$ cat config.mk
export PLATFORM = sky130hd
export DESIGN_NAME = if_fetch
export DESIGN_NICKNAME = d
export VERILOG_FILES = /design/src/rtl/if_fetch.sv
export SDC_FILE = /design/constraint.sdc
export NUM_CORES = 1
export LEC_CHECK = 0
export CORE_ASPECT_RATIO = 0.8
export CORE_MARGIN = 1
export CORE_UTILIZATION = 60
export DETAILED_ROUTE_END_ITERATION = 6
export DONT_BUFFER_PORTS = 1
export GPL_ROUTABILITY_DRIVEN = 0
export HOLD_SLACK_MARGIN = 0.06
export PLACE_DENSITY = 0.76
export SLEW_MARGIN = 10
export SYNTH_ARGS = -nofsm -noshare
export SYNTH_HDL_FRONTEND = slang
export SYNTH_SLANG_ARGS = --single-unit
$ cat constraint.sdc
create_clock -name clk -period 14.45 [get_ports clk]
set_input_delay 3.6125 -clock clk [delete_from_list [all_inputs] [get_ports clk]]
set_output_delay 3.6125 -clock clk [all_outputs]
set_load 0.01 [all_outputs]
$ cat src/rtl/if_fetch.sv
// ---------------------------------------------------------------------------
// if_fetch -- instruction-fetch stage in front of the memory controller.
//
// Holds the architectural PC and offers it to the instruction cache for a
// same-cycle hit check. A hit goes straight into a one-entry output slot.
// A miss starts a word read on the memory controller, and the returned word
// goes into the slot. Decode drains the slot under stall_id backpressure.
// A branch redirect flushes the slot and the fetch stream.
//
// Optional build macro: IF_STATIC_PREDICT_EN. When it is defined, the
// instruction entering the slot is predecoded. JAL and backward conditional
// branches are predicted taken. When it is not defined, the next PC is
// always pc+4 and if_pred_taken is tied low.
//
// Ports:
//   clk, rst        clock; synchronous active-high reset
//   rdy             global enable; when low, all state is frozen
//   pc_to_cache     current PC to the I-cache (combinational from pc_q)
//   icache_hit/val  same-cycle cache hit flag and instruction
//   mem_req/addr    word-read request to the memory controller
//   mem_status      00 IDLE, 01 WORKING, 10 DONE (one-cycle pulse)
//   mem_data        returned word, valid while mem_status == 10
//   redirect/_pc    taken branch/jump and its target
//   stall_id        decode cannot accept the slot this cycle
//   if_valid/pc/inst/pred_taken   output slot to decode
// ---------------------------------------------------------------------------
module if_fetch #(
   parameter int                 ADDR_W   = 32,
   parameter logic [ADDR_W-1:0]  RESET_PC = '0
) (
   input  logic              clk,
   input  logic              rst,
   input  logic              rdy,
   output logic [ADDR_W-1:0] pc_to_cache,
   input  logic              icache_hit,
   input  logic [31:0]       icache_val,
   output logic              mem_req,
   output logic [ADDR_W-1:0] mem_addr,
   input  logic [1:0]        mem_status,
   input  logic [31:0]       mem_data,
   input  logic              redirect,
   input  logic [ADDR_W-1:0] redirect_pc,
   input  logic              stall_id,
   output logic              if_valid,
   output logic [ADDR_W-1:0] if_pc,
   output logic [31:0]       if_inst,
   output logic              if_pred_taken
);

   typedef enum logic [1:0] {S_FETCH = 2'd0, S_WAIT = 2'd1, S_HOLD = 2'd2} state_t;

   state_t            state_q, state_d;
   logic [ADDR_W-1:0] pc_q, pc_d;
   logic              mem_req_q, mem_req_d;
   logic [ADDR_W-1:0] mem_addr_q, mem_addr_d;
   logic              vld_q, vld_d;
   logic [ADDR_W-1:0] slot_pc_q, slot_pc_d;
   logic [31:0]       slot_inst_q, slot_inst_d;
   logic [31:0]       buf_q, buf_d;
   logic              buf_vld_q, buf_vld_d;
   logic              discard_q, discard_d;
   logic              pred_q, pred_d;

   logic              slot_free, done, working, load;
   logic [31:0]       in_inst;
   logic [ADDR_W-1:0] next_pc;
   logic              in_taken;

`ifdef IF_STATIC_PREDICT_EN
   // Static prediction: JAL is always taken. A conditional branch is taken
   // only when its offset is negative, which usually means a loop back-edge.
   function automatic logic [ADDR_W-1:0] predict_next_pc(
      input  logic [ADDR_W-1:0] pc,
      input  logic [31:0]       inst,
      output logic              taken
   );
      logic signed [ADDR_W-1:0] j_imm;
      logic signed [ADDR_W-1:0] b_imm;
      logic        [ADDR_W-1:0] res;
      j_imm = {{(ADDR_W-21){inst[31]}}, inst[31], inst[19:12], inst[20], inst[30:21], 1'b0};
      b_imm = {{(ADDR_W-13){inst[31]}}, inst[31], inst[7], inst[30:25], inst[11:8], 1'b0};
      taken = 1'b0;
      res   = pc + ADDR_W'(4);
      if (inst[6:0] == 7'b1101111) begin
         taken = 1'b1;
         res   = pc + j_imm;
      end else if (inst[6:0] == 7'b1100011 && inst[31]) begin
         taken = 1'b1;
         res   = pc + b_imm;
      end
      return res;
   endfunction
`endif

   assign slot_free = !vld_q || !stall_id;
   assign done      = (mem_status == 2'b10);
   assign working   = (mem_status == 2'b01);

   // The instruction that could enter the slot this cycle depends on where it
   // comes from: the cache in FETCH, the controller in WAIT, the buffer in HOLD.
   always_comb begin
      in_inst = icache_val;
      case (state_q)
         S_WAIT:  in_inst = mem_data;
         S_HOLD:  in_inst = buf_q;
         default: in_inst = icache_val;
      endcase
   end

`ifdef IF_STATIC_PREDICT_EN
   always_comb begin
      in_taken = 1'b0;
      next_pc  = predict_next_pc(pc_q, in_inst, in_taken);
   end
`else
   assign in_taken = 1'b0;
   assign next_pc  = pc_q + ADDR_W'(4);
`endif

   // State register
   always_ff @(posedge clk) begin
      if (rst)      state_q <= S_FETCH;
      else if (rdy) state_q <= state_d;
   end

   // Next-state logic. A redirect outranks everything else, but an
   // outstanding memory read is always allowed to finish.
   always_comb begin
      state_d = state_q;
      if (redirect) begin
         state_d = (state_q == S_WAIT && !done) ? S_WAIT : S_FETCH;
      end else begin
         case (state_q)
            S_FETCH: if (!icache_hit) state_d = S_WAIT;
            S_WAIT:  if (done) state_d = (discard_q || slot_free) ? S_FETCH : S_HOLD;
            S_HOLD:  if (slot_free) state_d = S_FETCH;
            default: state_d = S_FETCH;
         endcase
      end
   end

   // Datapath / output next values
   always_comb begin
      pc_d        = pc_q;
      mem_req_d   = mem_req_q;
      mem_addr_d  = mem_addr_q;
      vld_d       = vld_q && stall_id;   // slot drains when decode takes it
      slot_pc_d   = slot_pc_q;
      slot_inst_d = slot_inst_q;
      buf_d       = buf_q;
      buf_vld_d   = buf_vld_q;
      discard_d   = discard_q;
      pred_d      = pred_q;
      load        = 1'b0;

      // The request handshake runs on its own, even under a redirect.
      if (state_q == S_WAIT) begin
         if (working) mem_req_d = 1'b0;
         if (done) begin
            mem_req_d  = 1'b0;
            mem_addr_d = '0;
         end
      end

      if (redirect) begin
         vld_d     = 1'b0;
         buf_vld_d = 1'b0;
         pc_d      = redirect_pc;
         if (state_q == S_WAIT) discard_d = !done;
      end else begin
         case (state_q)
            S_FETCH: begin
               if (icache_hit) begin
                  if (slot_free) load = 1'b1;
               end else begin
                  mem_req_d  = 1'b1;
                  mem_addr_d = pc_q;
               end
            end
            S_WAIT: begin
               if (done) begin
                  if (discard_q)      discard_d = 1'b0;
                  else if (slot_free) load = 1'b1;
                  else begin
                     buf_d     = mem_data;
                     buf_vld_d = 1'b1;
                  end
               end
            end
            S_HOLD: begin
               if (slot_free) begin
                  load      = 1'b1;
                  buf_vld_d = 1'b0;
               end
            end
            default: ;
         endcase
      end

      if (load) begin
         vld_d       = 1'b1;
         slot_pc_d   = pc_q;
         slot_inst_d = in_inst;
         pc_d        = next_pc;
         pred_d      = in_taken;
      end
   end

   always_ff @(posedge clk) begin
      if (rst) begin
         pc_q        <= RESET_PC;
         mem_req_q   <= 1'b0;
         mem_addr_q  <= '0;
         vld_q       <= 1'b0;
         slot_pc_q   <= '0;
         slot_inst_q <= '0;
         buf_vld_q   <= 1'b0;
         discard_q   <= 1'b0;
         pred_q      <= 1'b0;
      end else if (rdy) begin
         pc_q        <= pc_d;
         mem_req_q   <= mem_req_d;
         mem_addr_q  <= mem_addr_d;
         vld_q       <= vld_d;
         slot_pc_q   <= slot_pc_d;
         slot_inst_q <= slot_inst_d;
         buf_vld_q   <= buf_vld_d;
         discard_q   <= discard_d;
         pred_q      <= pred_d;
      end
   end

   // The hold buffer is plain data; buf_vld_q/state qualify it.
   always_ff @(posedge clk) begin
      if (rdy) buf_q <= buf_d;
   end

   assign pc_to_cache = pc_q;
   assign mem_req     = mem_req_q;
   assign mem_addr    = mem_addr_q;
   assign if_valid    = vld_q;
   assign if_pc       = slot_pc_q;
   assign if_inst     = slot_inst_q;
`ifdef IF_STATIC_PREDICT_EN
   assign if_pred_taken = pred_q;
`else
   assign if_pred_taken = 1'b0;
`endif

endmodule

==> results of run 1 <==
[registers in the layout (all words and copies together), names as in the netlist]
signal and count:
if_inst 32, if_pc 32, buf_q 32, mem_req 1
state_q 2, if_valid 1, pc_to_cache 32, discard_q 1
mem_addr 32
[placed cells by master, fill, tap and decap left out, drive strengths merged, types with 2 or more instances in the layout]
master,synthesis,routed
a211oi,10,10
a21o,4,4
a21oi,129,129
a22oi,38,38
a31oi,6,6
a32oi,3,3
and2,8,8
and3,5,5
and4,2,2
buf,27,8
clkbuf,54,21
clkinv,0,4
clkinvlp,0,3
dfxtp,133,133
edfxtp,32,32
ha,5,5
inv,10,14
nand2,202,202
nand2b,2,2
nand3,22,22
nand4,10,10
nor2,20,20
nor2b,3,3
nor3,12,12
nor4,13,13
o211ai,50,50
o21ai,28,28
o22ai,3,3
o31a,6,6
o32ai,4,4
or3,4,4
xnor2,2,2
[metrics by stage]
step           util (%)  power, W
3_3_place_gp       62.0  0.000584
2_1_floorplan         -  0.000574
4_1_cts            66.8   0.00101
6_report           66.9   0.00101
5_1_grt            66.9   0.00104
3_5_place_dp       62.0  0.000587
[final timing paths]
kind / start / end / slack (ps) / cells after the start
worst max-delay path: icache_hit / mem_addr[3] / 8810 / 5
worst min-delay path: if_inst[17] / if_inst[17] / 490 / 2
worst max register to register: state_q[0] / pc_to_cache[20] / 11320 / 7
worst min register to register: if_inst[17] / if_inst[17] / 490 / 2
[per-layer routing]
metal  track usage, %  part of all wire (%)  vias to the layer above
li1                 -                     -                     3010
met1             39.4                    41                     3004
met2             49.2                    46                      355
met3             10.4                    12                       31
met4             12.9                   2.0                        0
met5                0                     0                        -
[cells by family after synthesis]
family | after synthesis | share of synthesized area (%)
other | 1 | 0.0511
DFF | 165 | 49.4
adders and majority gates | 5 | 0.853
muxes | 1 | 0.137
buffers and inverters | 91 | 5.20
and+or+nand+nor | 309 | 19.0
AOI/OAI and AO/OA | 292 | 25.0
xor gates and xnor gates | 3 | 0.358
[critical path, delay by kind of cell]
| family | cells | cell delay (ps) |
|---|---|---|
| AO/OA/AOI/OAI | 1 | 80 |
| AND/OR/NAND/NOR | 4 | 2230 |
[power groups by stage]
| stage | combinational [W] | sequential, W | clock (W) |
|---|---|---|---|
| final | 0.0000688 | 0.000510 | 0.000429 |
| after global routing | 0.0000769 | 0.000511 | 0.000450 |
| after CTS | 0.0000680 | 0.000509 | 0.000434 |
| after detailed placement | 0.0000676 | 0.000519 | 0 |
| after global placement | 0.0000652 | 0.000518 | 0 |
| after floorplan | 0.0000660 | 0.000508 | 0 |
[layout make-up]
cell class / count / area (sq um) / area share (%)
clock buffers: 21 / 474 / 6.06
multi-input cells: 611 / 3350 / 42.8
inverters: 10 / 37.5 / 0.480
flip-flops and latches: 165 / 3620 / 46.3
well taps: 148 / 185 / 2.37
clock inverters: 11 / 90.1 / 1.15
repair buffers: 8 / 60.1 / 0.768
==> reports/summary.txt, run 1 <==
==================================================================================================
Result of the run                                                                     finished, violations left
Failing checks                                                                        design-rule violations
Clock Power Share                                                                            42.6%
Flip-flop and latch count after synthesis                                                      165
Final setup violation count                                                                      0
Final-report hold violation count                                                                0
Sum Neg Setup Slack                                                                           0 ps
Die area                                                                               12700 sq um
Initial antenna violation count                                                                  0
Total clock sinks                                                                              165
Area growth from synthesis to layout                                                         6.64%
Crit path arrival time                                                                     5940 ps
Cell type with the largest total area after synthesis                                      dfxtp_1
Synth warn                                                                                       0
Peak supply drop                                                                         0.0839 mV
H-tree lvl count                                                                                 4
Final count of pins violating max slew                                                           0
Global routing usage summed across all routing layers                                        31.2%
Worst setup path category                                                                in -> reg
Total placed cells including tap cells                                                         942
Post-detailed-route wirelength per cell                                                    20.6 um
Startpoint class of the critical path                                                    input pin
Synthesized Nets                                                                               976
P_int                                                                                   0.000744 W
CTS tree                                                                                     built
Required time worst endpoint                                                              14750 ps
I/O pin cnt                                                                                    235
Count of inserted antenna diode cells                                                            0
Most instantiated library cell after synthesis                                             nand2_1
Y dimension of the die                                                                      101 um
Critical path, cell by cell                                                           nor3b_2, and2_1, nor2_1, nand2_1, a21oi_1
Number of standard cells after synthesis                                                       867
Count of input and output buffers                                                                0
Fill cells                                                                                     949
Largest net degree at the start of global routing                                              116
CTS Root Buffer Type                                                                     clkbuf_16
Placement-stage cell area                                                               7250 sq um
Fin Clk Skew                                                                               10.1 ps
Slew HR                                                                                      21.2%
Total number of vias                                                                          6400
Largest buffer count on any clock path                                                           2
Peak per-stage delay on the critical path                                                   920 ps
Fraction of final layout cells with drive strength greater than 1                            6.54%
Iteration count of the initial detailed-routing pass                                             7
Tightest hold margin                                                                        495 ps
Share of async-settable or async-resettable flops after synthesis                               0%
Die span in x                                                                               126 um
Setup slack after placement                                                                8480 ps
Cell area after technology mapping                                                      7330 sq um
Most frequently used flop master after synthesis                                           dfxtp_1
Number of design-rule violations left by the first detailed-router iteration                   529
Peak clock frequency supported by timing                                                   177 MHz
TritonCTS buffer count                                                                          17
Leakage                                                                                    2.39 nW
Synthesized area per cell                                                               8.46 sq um
Sum of net half-perimeters after detailed placement                                       13300 um
Library cells used by synthesis                                                                 60
Finished layout cell area                                                               7820 sq um
Number of nets in the layout                                                                   922
Sequential-to-total area share from yosys stat                                               49.4%
Clock transition time at the flip-flop clock pins of the worst setup and hold paths          60 ps
Core ar.                                                                               11700 sq um
Part of the power in registers                                                               50.6%
Row count                                                                                       35
Library cell contributing the largest single delay on the critical path                    nor3b_2
Worst Tran Pin Value                                                                       1180 ps
Post-CTS Setup Repair Bufs                                                                       0
Final Instance Count excl. Fillers                                                             974
Leading cell types by count after synthesis                                           202 x nand2_1, 133 x dfxtp_1, 129 x a21oi_1
Final critical path time including I/O delays and setup                                    5640 ps
Hold bufs inserted after CTS                                                                     0
Combinational Power Share                                                                     6.8%
Post-route DRC                                                                                  13
Post-CTS Resized                                                                                 0
Unrepaired setup endpoints after global routing                                                 no
Leading post-synthesis cells by cell area                                             dfxtp_1 36%, edfxtp_1 13%, nand2_1 10%
Worst Slack Setup Final                                                                    8810 ps
Switching part of the total power                                                            26.1%
Path class of the lowest-slack min-delay path                                           reg -> reg
Power density over the cells                                                           129 nW/um^2
Max-cap check violation count                                                                    0
Portion of the clock cycle consumed by the worst path in the final layout                    39.0%
Share of Yosys cell area claimed by the top area cell type                                   36.3%
Effective utilization at floorplan                                                           62.7%
Remaining antenna violation count                                                                0
Global-route wire length before repair                                                    30900 um
Wire length after detailed routing                                                        20000 um
Switching Power                                                                         0.000263 W
Number of global-route vias before repair                                                     5946
Remaining global-route overflow                                                                  0
Worst setup EP type                                                                      flip-flop
Clock insertion delay at the later pin of the skew report                                   420 ps
Count of flip-flops with a built-in enable after synthesis                                      32
Via/cell ratio                                                                                6.57
Crit Path Max Fanout                                                                            18
==================================================================================================
Power figures use the tool's default switching activity.
==> run 2: changes to the inputs <==
Settings changed: CORE_UTILIZATION 60 to 57, PLACE_DENSITY 0.76 to 0.75.
Clock period 14.45 ns to 5.15 ns, I/O delays scaled along.
==> reports/summary.txt, run 2 (synthesis gave the netlist of run 1 again) <==
==================================================================================================
Core utilization of the finished layout                                                      63.9%   -3.0 points
Storage cell area                                                                       3620 sq um   unchanged
Global-route wire length before repair                                                    31500 um   +1.9%
I/O pin cnt                                                                                    235   unchanged
TritonCTS buffer count                                                                          17   unchanged
Placement-stage cell area                                                               7300 sq um   +0.72%
Final count of pins violating max slew                                                           0   unchanged
Worst setup EP type                                                                      flip-flop
Post-detailed-route wirelength per cell                                                    20.7 um   +0.68%
Die area                                                                               13300 sq um   +5.2%
Path class of the lowest-slack min-delay path                                           reg -> reg
Setup slack after placement                                                                1560 ps   -6930 ps
Effective utilization at floorplan                                                           59.4%   -3.3 points
Slew HR                                                                                      21.3%   +0.071 points
Total clock sinks                                                                              165   unchanged
Fraction of final layout cells with drive strength greater than 1                            5.80%   -0.74 points
Final Instance Count excl. Fillers                                                             999   +2.6%
Cell depth of the worst hold path                                                                2   unchanged
Most frequent cells in the layout                                                     201 x nand2_1, 133 x dfxtp_1, 129 x a21oi_1
Portion of the clock cycle consumed by the worst path in the final layout                    63.2%
Number of design-rule violations left by the first detailed-router iteration                   581   +9.8%
Combinational Power Share                                                                     6.8%   about the same
Max-cap check violation count                                                                    0   unchanged
Crit path arrival time                                                                     3600 ps   -2340 ps
Worst Slack Setup Final                                                                    1900 ps   -6910 ps
Clock transition time at the flip-flop clock pins of the worst setup and hold paths          60 ps   about the same
Multi-input combinational cell area                                                     3350 sq um   +0.19%
Iteration count of the initial detailed-routing pass                                             5   -2
Slack of the worst reg-to-reg path                                                         1900 ps   -9420 ps
Post-CTS Setup Repair Bufs                                                                       0   unchanged
Peak clock frequency supported by timing                                                   307 MHz
Sum Neg Setup Slack                                                                           0 ps   unchanged
Post-CTS Resized                                                                                 0   unchanged
P_int                                                                                    0.00218 W   +190%
Count of input and output buffers                                                                0   unchanged
Sum of net half-perimeters after detailed placement                                       13900 um   +4.6%
Part of the power in registers                                                               49.9%   -0.7 points
Via/cell ratio                                                                                6.51   -0.98%
Initial antenna violation count                                                                  0   unchanged
Peak supply drop                                                                          0.239 mV   +180%
Hold bufs inserted after CTS                                                                     0   unchanged
Depth of the worst register-to-register path                                                    10   +3
Result of the run                                                                     complete, no violations
Post-route DRC                                                                                   0   -13
CTS tree                                                                                     built
Global routing usage summed across all routing layers                                        31.1%   -0.088 points
Leading cell type in the layout, fill and taps excluded                                    nand2_1
Leakage                                                                                    2.41 nW   +0.92%
Final critical path time including I/O delays and setup                                    3250 ps
H-tree lvl count                                                                                 4   unchanged
Power density over the cells                                                           364 nW/um^2   +180%
Largest buffer count on any clock path                                                           2   unchanged
Die span in x                                                                               129 um   +2.6%
Switching Power                                                                         0.000692 W   +160%
Capture point of the worst reg-to-reg path                                               if_pc[18]
Remaining global-route overflow                                                                  0   unchanged
Final-report hold violation count                                                                0   unchanged
Unrepaired setup endpoints after global routing                                                 no
Largest net degree at the start of global routing                                              116   unchanged
Count of inserted antenna diode cells                                                            0   unchanged
Fin Clk Skew                                                                               5.12 ps   -5.03 ps
Required time worst endpoint                                                               5500 ps   -9250 ps
Clock insertion delay at the later pin of the skew report                                   420 ps   about the same
Total placed cells including tap cells                                                         967   +2.7%
Reg2Reg Launch Point                                                                    state_q[0]
Worst Hold Endpoint                                                                    if_inst[30]
Switching part of the total power                                                            24.1%   -2.0 points
Area growth from synthesis to layout                                                         7.49%
Wire length after detailed routing                                                        20700 um   +3.3%
Worst setup path category                                                               reg -> reg
Y dimension of the die                                                                      103 um   +2.5%
Startpoint class of the critical path                                                    flip-flop
Number of nets in the layout                                                                   924   +0.22%
Remaining antenna violation count                                                                0   unchanged
Hold Startpoint                                                                        if_inst[30]
Final setup violation count                                                                      0   unchanged
Worst Tran Pin Value                                                                       1170 ps   -6.70 ps
Finished layout cell area                                                               7880 sq um   +0.80%
Crit Path Max Fanout                                                                            55   +37
CTS Root Buffer Type                                                                     clkbuf_16
Row count                                                                                       36   +2.9%
Fill cells                                                                                    1081   +14%
Total number of vias                                                                          6500   +1.6%
Number of global-route vias before repair                                                     6051   +1.8%
Clock Power Share                                                                            43.3%   +0.7 points
Core ar.                                                                               12300 sq um   +5.6%
==================================================================================================
-- run 2: cell types whose count changed in the layout (fill, tap and decap cells not counted), sizes merged --
| cell | delta |
|---|---|
| inv | -4 |
| bufinv | +3 |
| buf | +2 |
| clkinv | +2 |
| clkinvlp | -2 |
| clkbuf | +1 |
-- run 2: critical path: stages, from the launching register on --
cell and delay [ps]:
dfxtp_1 380, inv_1 100, ha_1 200, buf_4 250, a21oi_1 490, a21oi_1 150, buf_4 230, nand2_2 830
buf_4 350, nand2_1 70, a21oi_1 140
-- run 2: metal layers --
layer	track usage, %	share of wire (%)	up-vias
met5	0	0	-
met4	15.4	2.8	0
met3	12.8	12	52
met1	38.5	40	3048
li1	-	-	3019
met2	47.2	45	381
-- run 2: worst max path at each step --
stage / end / cells past startpoint / startpoint / slack (ps)
6_report: if_pc[18] / 10 / state_q[0] / 1900
5_1_grt: if_pc[18] / 10 / state_q[0] / 1650
4_1_cts: if_pc[18] / 10 / state_q[0] / 1880
3_5_place_dp: pc_to_cache[23] / 6 / mem_status[0] / 1560
3_3_place_gp: pc_to_cache[23] / 6 / mem_status[0] / 1590
2_1_floorplan: buf_q[0] / 3 / rdy / 1160
-- run 2: stage by stage --
stage	total power, W	hold slack [ps]
3_3_place_gp	0.00164	484
5_1_grt	0.00298	516
4_1_cts	0.00289	495
6_report	0.00287	494
3_5_place_dp	0.00165	486
2_1_floorplan	0.00161	481
-- run 2: power by group through the flow --
| stage | Clock (W) | Sequential, W | Combinational (W) |
|---|---|---|---|
| after floorplan | 0 | 0.00142 | 0.000185 |
| after global placement | 0 | 0.00146 | 0.000185 |
| after detailed placement | 0 | 0.00146 | 0.000192 |
| after CTS | 0.00127 | 0.00143 | 0.000194 |
| after global routing | 0.00133 | 0.00144 | 0.000218 |
| final | 0.00124 | 0.00143 | 0.000195 |
-- run 2: area by class of cell --
type | count | area share (%)
Clock buffer | 22 | 5.64
Clock inverter | 10 | 1.68
Inverter | 10 | 0.476
Multi-Input combinational cell | 611 | 42.6
Sequential cell | 165 | 46.0
Tap cell | 171 | 2.71
Timing Repair Buffer | 10 | 0.953
==> run 3: changes to the inputs <==
Settings changed: CORE_UTILIZATION 57 to 60, PLACE_DENSITY 0.75 to 0.76.
Clock period 5.15 ns to 3.1 ns, I/O delays scaled along.
==> reports/summary.txt, run 3 (synthesis gave the netlist of run 1 again) <==
==================================================================================================
TritonCTS buffer count                                                                          17   unchanged
Portion of the clock cycle consumed by the worst path in the final layout                    86.5%   +23 points
Total clock sinks                                                                              165   unchanged
Setup slack after placement                                                                 421 ps   -1130 ps
Y dimension of the die                                                                      101 um   -2.5%
Count of input and output buffers                                                                0   unchanged
Global-route wire length before repair                                                    32500 um   +3.2%
Count of inserted antenna diode cells                                                            0   unchanged
Storage cell area                                                                       3620 sq um   unchanged
Power density over the cells                                                           597 nW/um^2   +64%
Core ar.                                                                               11700 sq um   -5.3%
Row count                                                                                       35   -2.8%
I/O pin cnt                                                                                    235   unchanged
Crit Path Max Fanout                                                                            13   -76%
Die area                                                                               12700 sq um   -4.9%
Iteration count of the initial detailed-routing pass                                             7   +2
Number of global-route vias before repair                                                     6216   +2.7%
H-tree lvl count                                                                                 4   unchanged
Max-cap check violation count                                                                    0   unchanged
Failing checks                                                                        design-rule violations
Capture point of the worst reg-to-reg path                                            pc_to_cache[27]
Worst Tran Pin Value                                                                       1210 ps   +39.5 ps
Slew HR                                                                                      19.0%   -2.2 points
Number of design-rule violations left by the first detailed-router iteration                   682   +17%
Fraction of final layout cells with drive strength greater than 1                            7.08%   +1.3 points
Number of nets in the layout                                                                   929   +0.54%
Final critical path time including I/O delays and setup                                    2680 ps   -572 ps
Critical path endpoint                                                                pc_to_cache[27]
Unrepaired setup endpoints after global routing                                                 no
Clock transition time at the flip-flop clock pins of the worst setup and hold paths          70 ps   about the same
Required time worst endpoint                                                               3440 ps   -2060 ps
Final setup violation count                                                                      0   unchanged
Slack of the worst reg-to-reg path                                                          420 ps   -1480 ps
Effective utilization at floorplan                                                           62.7%   +3.3 points
Leakage                                                                                    2.44 nW   +1.2%
Final Instance Count excl. Fillers                                                             981   -1.8%
CTS tree                                                                                     built
Leading cell type in the layout, fill and taps excluded                                    nand2_1
Total number of vias                                                                          6473   -0.42%
Path class of the lowest-slack min-delay path                                            in -> reg
Via/cell ratio                                                                                6.60   +1.4%
Crit path arrival time                                                                     3020 ps   -580 ps
Most frequent cells in the layout                                                     201 x nand2_1, 133 x dfxtp_1, 129 x a21oi_1
Peak supply drop                                                                          0.539 mV   +130%
Peak clock frequency supported by timing                                                   373 MHz   +21%
Die span in x                                                                               126 um   -2.5%
Worst setup EP type                                                                      flip-flop
Sum of net half-perimeters after detailed placement                                       13900 um   about the same
Fin Clk Skew                                                                               9.16 ps   +4.04 ps
Post-CTS Resized                                                                                 0   unchanged
Fill cells                                                                                     913   -16%
Initial antenna violation count                                                                  0   unchanged
Largest buffer count on any clock path                                                           2   unchanged
Multi-input combinational cell area                                                     3350 sq um   unchanged
Startpoint class of the critical path                                                    flip-flop
Worst setup path category                                                               reg -> reg
Final-report hold violation count                                                                0   unchanged
Clock insertion delay at the later pin of the skew report                                   410 ps   about the same
Post-CTS Setup Repair Bufs                                                                       0   unchanged
Tightest hold margin                                                                        427 ps   -67.5 ps
Wire length after detailed routing                                                        20600 um   -0.26%
Depth of the worst register-to-register path                                                     8   -2
Total placed cells including tap cells                                                         949   -1.9%
CTS Root Buffer Type                                                                     clkbuf_16
Worst Slack Setup Final                                                                     420 ps   -1480 ps
Core utilization of the finished layout                                                      67.6%   +3.7 points
Setup crit start                                                                        state_q[1]
Reg2Reg Launch Point                                                                    state_q[1]
Post-route DRC                                                                                  16   +16
Sum Neg Setup Slack                                                                           0 ps   unchanged
Remaining global-route overflow                                                                  0   unchanged
Post-detailed-route wirelength per cell                                                    21.0 um   +1.6%
Final count of pins violating max slew                                                           0   unchanged
Global routing usage summed across all routing layers                                        32.7%   +1.6 points
Area growth from synthesis to layout                                                         7.80%
Remaining antenna violation count                                                                0   unchanged
Hold bufs inserted after CTS                                                                     0   unchanged
Result of the run                                                                     finished, violations left
Largest net degree at the start of global routing                                              116   unchanged
==================================================================================================
-- run 3: metrics by stage --
step                      power (W)  cell area (sq um)
after CTS                   0.00473               7900
final                       0.00472               7900
after global routing        0.00487               7900
after global placement      0.00273               7340
after floorplan             0.00268               7350
after detailed placement    0.00275               7340
-- run 3: how the worst min path moves through the flow --
stage | start | to | cells after the start
after global placement | if_pc[29] | if_pc[29] | 2
after CTS | rst | if_inst[30] | 1
final | rst | if_inst[30] | 1
after detailed placement | if_inst[30] | if_inst[30] | 2
after global routing | rst | if_inst[30] | 1
after floorplan | if_inst[0] | if_inst[0] | 2
-- run 3: final cells by class --
type	instances	share of cell area [%]
clock buffers	21	5.98
clock inverters	11	1.17
inverters	10	0.475
multi-input cells	611	42.4
flip-flops and latches	165	45.8
well taps	148	2.34
repair buffers	15	1.74
-- run 3: power breakdown --
| group | leakage (nW) | total [W] | switching, W | internal [W] |
|---|---|---|---|---|
| clock | 0.271 | 0.00201 | 0.000892 | 0.00111 |
| combinational | 0.805 | 0.000338 | 0.000217 | 0.000121 |
| sequential | 1.37 | 0.00237 | 0.000125 | 0.00225 |
-- run 3: routing by layer --
metal / track usage [%] / routed length, um / up-vias
met4: 13.1 / 535 / 0
li1: - / - / 3028
met1: 42.2 / 8470 / 3024
met2: 50.6 / 9270 / 370
met3: 11.0 / 2350 / 51
met5: 0 / 0 / -
-- run 3: critical path, cell delays in order (launching register included) --
cell,delay (ps)
dfxtp_1,390
inv_1,90
ha_2,200
a21oi_1,450
a211oi_2,210
nor2_1,680
buf_4,330
a22oi_1,80
a21oi_1,180
